==> config.mk <==
export PLATFORM = sky130hd
export DESIGN_NAME = ssd_scan_ctrl
export DESIGN_NICKNAME = d
export VERILOG_FILES = /design/src/rtl/ssd_scan_ctrl.sv
export SDC_FILE = /design/constraint.sdc
export NUM_CORES = 1
export LEC_CHECK = 0
export CAP_MARGIN = 5
export CORE_AREA = 4 4 83 85
export CTS_CLUSTER_SIZE = 16
export DETAILED_ROUTE_END_ITERATION = 10
export DIE_AREA = 0 0 87 89
export PLACE_DENSITY = 0.65
export RECOVER_POWER = 25
export SLEW_MARGIN = 20
export SYNTH_ARGS = -nofsm -noshare
export SYNTH_HDL_FRONTEND = slang
export SYNTH_SLANG_ARGS = --single-unit
==> constraint.sdc <==
create_clock -name clk -period 7.8 [get_ports clk]
set_input_delay 1.56 -clock clk [delete_from_list [all_inputs] [get_ports clk]]
set_output_delay 1.56 -clock clk [all_outputs]
set_load 0.01 [all_outputs]
==> src/rtl/ssd_scan_ctrl.sv <==
// Four-digit multiplexed 7-segment scan controller with frame-synchronous digit update.
// Optional leading-zero blanking of displayed digits when LEADING_ZERO_BLANK_EN is defined.
module ssd_scan_ctrl #(
    parameter int unsigned DIV_MAX = 100000
) (
    input  logic        clk,
    input  logic        rst,
    input  logic [15:0] digits,
    input  logic        load,
    output logic [3:0]  ssd_in,
    output logic [3:0]  ssd_ctl,
    output logic        frame_done
);

    localparam int unsigned DivW = $clog2(DIV_MAX);
    localparam logic [DivW-1:0] DivLast = DivW'(DIV_MAX - 1);

    logic [DivW-1:0] div_q, div_d;
    logic [1:0]      idx_q, idx_d;
    logic [15:0]     disp_q, disp_d;
    logic [15:0]     pend_q, pend_d;
    logic            pend_valid_q, pend_valid_d;
    logic [3:0]      ssd_in_q, ssd_in_d;
    logic [3:0]      ssd_ctl_q, ssd_ctl_d;
    logic            frame_done_q, frame_done_d;
    logic            tick;
    logic            wrap;

`ifdef LEADING_ZERO_BLANK_EN
    // Blank a zero digit only if every digit to its left is also blank; digit 0 always shows.
    function automatic logic [15:0] to_disp(input logic [15:0] v);
        logic        b3, b2, b1;
        logic [15:0] r;
        b3 = (v[15:12] == 4'd0);
        b2 = b3 && (v[11:8] == 4'd0);
        b1 = b2 && (v[7:4] == 4'd0);
        r  = v;
        if (b3) r[15:12] = 4'hF;
        if (b2) r[11:8]  = 4'hF;
        if (b1) r[7:4]   = 4'hF;
        return r;
    endfunction
`else
    function automatic logic [15:0] to_disp(input logic [15:0] v);
        return v;
    endfunction
`endif

    always_comb begin
        tick         = (div_q == DivLast);
        wrap         = tick && (idx_q == 2'd3);
        div_d        = tick ? '0 : div_q + DivW'(1);
        idx_d        = tick ? idx_q + 2'd1 : idx_q;
        disp_d       = disp_q;
        pend_d       = pend_q;
        pend_valid_d = pend_valid_q;
        frame_done_d = wrap;

        // disp only moves at the frame wrap so a frame never mixes old and new digits.
        if (wrap) begin
            if (load) begin
                disp_d = to_disp(digits);
            end else if (pend_valid_q) begin
                disp_d = to_disp(pend_q);
            end
            pend_valid_d = 1'b0;
        end else if (load) begin
            pend_d       = digits;
            pend_valid_d = 1'b1;
        end

        // Use disp_d so digit 0 on the wrap edge already shows the new frame.
        ssd_ctl_d = tick ? ~(4'b0001 << idx_d) : ssd_ctl_q;
        ssd_in_d  = tick ? disp_d[{idx_d, 2'b00} +: 4] : ssd_in_q;
    end

    always_ff @(posedge clk) begin
        if (rst) begin
            div_q        <= '0;
            idx_q        <= 2'd0;
            disp_q       <= 16'hFFFF;
            pend_q       <= 16'hFFFF;
            pend_valid_q <= 1'b0;
            ssd_in_q     <= 4'd15;
            ssd_ctl_q    <= 4'b1110;
            frame_done_q <= 1'b0;
        end else begin
            div_q        <= div_d;
            idx_q        <= idx_d;
            disp_q       <= disp_d;
            pend_q       <= pend_d;
            pend_valid_q <= pend_valid_d;
            ssd_in_q     <= ssd_in_d;
            ssd_ctl_q    <= ssd_ctl_d;
            frame_done_q <= frame_done_d;
        end
    end

    assign ssd_in     = ssd_in_q;
    assign ssd_ctl    = ssd_ctl_q;
    assign frame_done = frame_done_q;

endmodule

# After elaboration in Yosys (flattened, before gate mapping)
# Index checks and enable logic that the tools add are counted.
# totals
regBits	61
in_bits	19
wordCells	24
# classes
add_sub_neg	2
n_eq_ne	2
n_shift	2
mux	4
bitwise	2
n_reduce_logical	4
# ops
operator	count
$mux W16	3
$add A17 B1 Y17 const B	1
$eq A17 B17 Y1 const B	1
$shiftx A16 B5 Y4	1
$not A4 Y4	1
$reduce_or A2 Y1	2
$shl A1 B2 Y4 const A	1
$add A2 B1 Y2 const B	1
$eq A2 B2 Y1 const B	1
$mux W2	1
$reduce_and A2 Y1	1
$logic_and A1 B1 Y1	1
$not A1 Y1	1

# Depth between registers and ports, before layout
# depth
ltp_word	4
depth_mapped	9
mapped_depth_nobuf	7

# Worst setup path after synthesis
# OpenSTA, ideal clock, no wires.
# synth_path
kind	in2reg
startpoint	input port load
endpoint	register disp_q[11]
setup_time_ps	123
arrival_time_ps	2822
slack_ps	4855
cell_stages	7
path_buffers	2
path_cell_list	clkbuf_1 clkbuf_1 nor2_1 nand2_1 o31ai_1 a221o_1 or2_2
# synth_via
elab_chain_len	2
# synth_rtl
item	line	rtl
from (decl)	9	input logic load,
$mux W16	61	if (load) begin
$mux W16	60	if (wrap) begin
to (signal assigned)	90	disp_q <= disp_d;
to (decl)	20	logic [15:0] disp_q, disp_d;
# Every way passes these cells.
# A chain may end at the register's enable or synchronous reset.

==> run metrics <==
synthesized cell area 2770 sq um; Sequential Power Share 0.510; hold crit path type register to register; largest net degree at the start of global routing 44; Critical Path Start Type input pin; global route total overflow 0; DIE WIDTH 87 microns; CTS Buf Count 9; Total GRT Usage 0.179; Cell Rows 29; # IOs 28; vias in the first global route 2199; wire per inst 15.4 microns; fillers 598; fraction of registers with async set/reset 0; Slew headroom -0.110; maximum fanout along the worst path 43; FF/Latch Area 1220 sq um; Synth area leaders dfxtp_1 44%, nand2_1 5.7%, nor2_1 4.6%; syn nets 345; layout cells sized above 1 0.0659; post-DP HPWL 4.45 mm; # diodes 0; Synth top area share 0.441; maximum vdd drop 0.000117 V; endpoints failing setup 0; Via density 5.58; Post-Syn Instances 324; LEAKAGE 1.16 nW; core area 6200 sq um; Clock Tree Buf Depth 2; Slew @ Worst Pin 1660 ps; fin util 0.522; Crit Path Category input pin to register; sw frac 0.226; Setup TNS 0 ps; Peak Freq 244 MHz; ys flop type dfxtp_1; Yosys top cell by area dfxtp_1; Warnings, synthesis 0; commonest cells after routing, fill and taps aside 61 x dfxtp_1, 42 x nand2_1, 33 x nor2_1, 18 x clkdlybuf4s50_1, 16 x nand3b_1; Clock Skew 6.38 ps; Inst Count DP 412; postcts setup bufs 0; height of the chip 89 microns; worst endpoint data arrival time 4360 ps; Worst-path clk slew 70 ps; worst slack, placed 3400 ps; Avg Cell Area, Syn 8.55 sq um; failing checks max-capacitance violations, max-slew violations; ANT nets after route 0; unrepaired setup endpoints after global routing false; Die ar. 7740 sq um; R2R cell count 6; multi-input logic area 1440 sq um; Final WS setup 3710 ps; CTS tree done; first-pass GRT wire length 10.8 mm; Hold Path Stages 1; switching power 144 uW; post-cts sizing count 0; Gate power share 0.066; count of cell types in the netlist 48; PortBufs 27; H-tree lvl count 3; Tmin final 4090 ps; drt initial violations 196; Post-synth EDFFs 0; status finished, violations left; commonest non-fill, non-tap cell in the layout dfxtp_1; Internal Power 491 uW; CP required 8070 ps; DR pass1 iterations 4; Final GP Congestion 0.770; DRC viols 0; Skew-Pair Late Insertion Delay 330 ps; FF+latch count, synth 61; # nets final 367; area grow syn2layout 17.0%; Clock power frac 0.424; initial antenna violation count 0; clk root buf clkbuf_8; cts hold-fix bufs 0; post-route insts no fill 426; Sink Count 61; critical path capture point type register; Slew Viols, Final 44; Pwr Density 196 nW/um^2; Vias 2378; final worst-path cycle share 0.525; Final Hold Viols 0; total power 635 uW; post-synthesis sequential area ratio 0.441; number of max-cap violations 1; Initial Util 0.446; final WL 6.57 mm
==> logic make-up (layout without fill, tap and decap cells) <==
family / Yosys count / in the layout / share of synthesized area
and+or+nand+nor: 149 / 149 / 0.274
AOI/OAI and AO/OA: 73 / 73 / 0.192
DFF: 61 / 61 / 0.441
buffers and inverters: 25 / 50 / 0.0402
xor gates and xnor gates: 14 / 14 / 0.0443
adders and majority gates: 2 / 2 / 0.00903
==> per-stage QoR <==
step	hold WS [ps]	area [sq um]
2_1_floorplan	418	2770
3_3_place_gp	431	3060
3_5_place_dp	441	3060
4_1_cts	455	3240
5_1_grt	490	3240
6_report	453	3240
==> worst max-delay path, cell delays in order <==
cell and delay [ps]:
dlygate4sd3_1 520, clkbuf_1 1200, nand2b_1 800, o32a_1 280
==> area by class of cell <==
type,count,area share
Clock buffer,12,0.0448
Tap cell,77,0.0297
Clock inverter,2,0.0108
Sequential cell,61,0.377
Timing Repair Buffer,28,0.0845
Multi-Input combinational cell,238,0.444
Inverter,8,0.00926
==> flip-flops by register name, summed over array words and instances, names as in the netlist <==
register and flops:
disp_q 16, ssd_in 4, div_q 17, ssd_ctl 4
pend_valid_q 1, frame_done 1, idx_q 2, pend_q 16
==> worst paths after layout <==
path | startpoint | endpoint | slack, ps
worst min register to register | div_q[0] | div_q[0] | 450
worst max-delay path | rst | ssd_in[0] | 3710
worst max register to register | div_q[8] | ssd_in[0] | 4720
worst min-delay path | div_q[0] | div_q[0] | 450
==> power by group through the flow <==
stage,Clock (mW),Sequential [mW],Combinational (mW)
2_1_floorplan,0,0.329,0.0252
3_3_place_gp,0,0.331,0.0409
3_5_place_dp,0,0.331,0.0416
4_1_cts,0.272,0.324,0.0419
5_1_grt,0.290,0.325,0.0459
6_report,0.269,0.324,0.0416
==> per-layer routing <==
layer,global-route usage,routed length (microns),up-vias,part of all wire
met5,0,0,-,0
met4,0.0595,66,0,0.010
met3,0.0488,290,6,0.044
met2,0.271,2940,45,0.45
met1,0.248,3270,1134,0.50
li1,-,-,1193,-
==> synthesized netlist by cell type (all sizes together), types with 4 or more instances <==
| master | count |
|---|---|
| dfxtp | 61 |
| nand2 | 42 |
| o21ai | 10 |
| inv | 7 |
| or2 | 6 |
| nand3b | 16 |
| o22ai | 6 |
| nand3 | 8 |
| nor2 | 35 |
| a21oi | 11 |
| a211o | 4 |
| xnor2 | 6 |
| nand2b | 12 |
| a22oi | 9 |
| nor3 | 7 |
| or2b | 4 |
| a31oi | 4 |
| clkbuf | 13 |
| buf | 4 |
| or4 | 4 |
| xor2 | 8 |
| or3 | 4 |
| nand4 | 5 |
| a22o | 8 |
No activity file was read; power rests on OpenSTA's default activity.
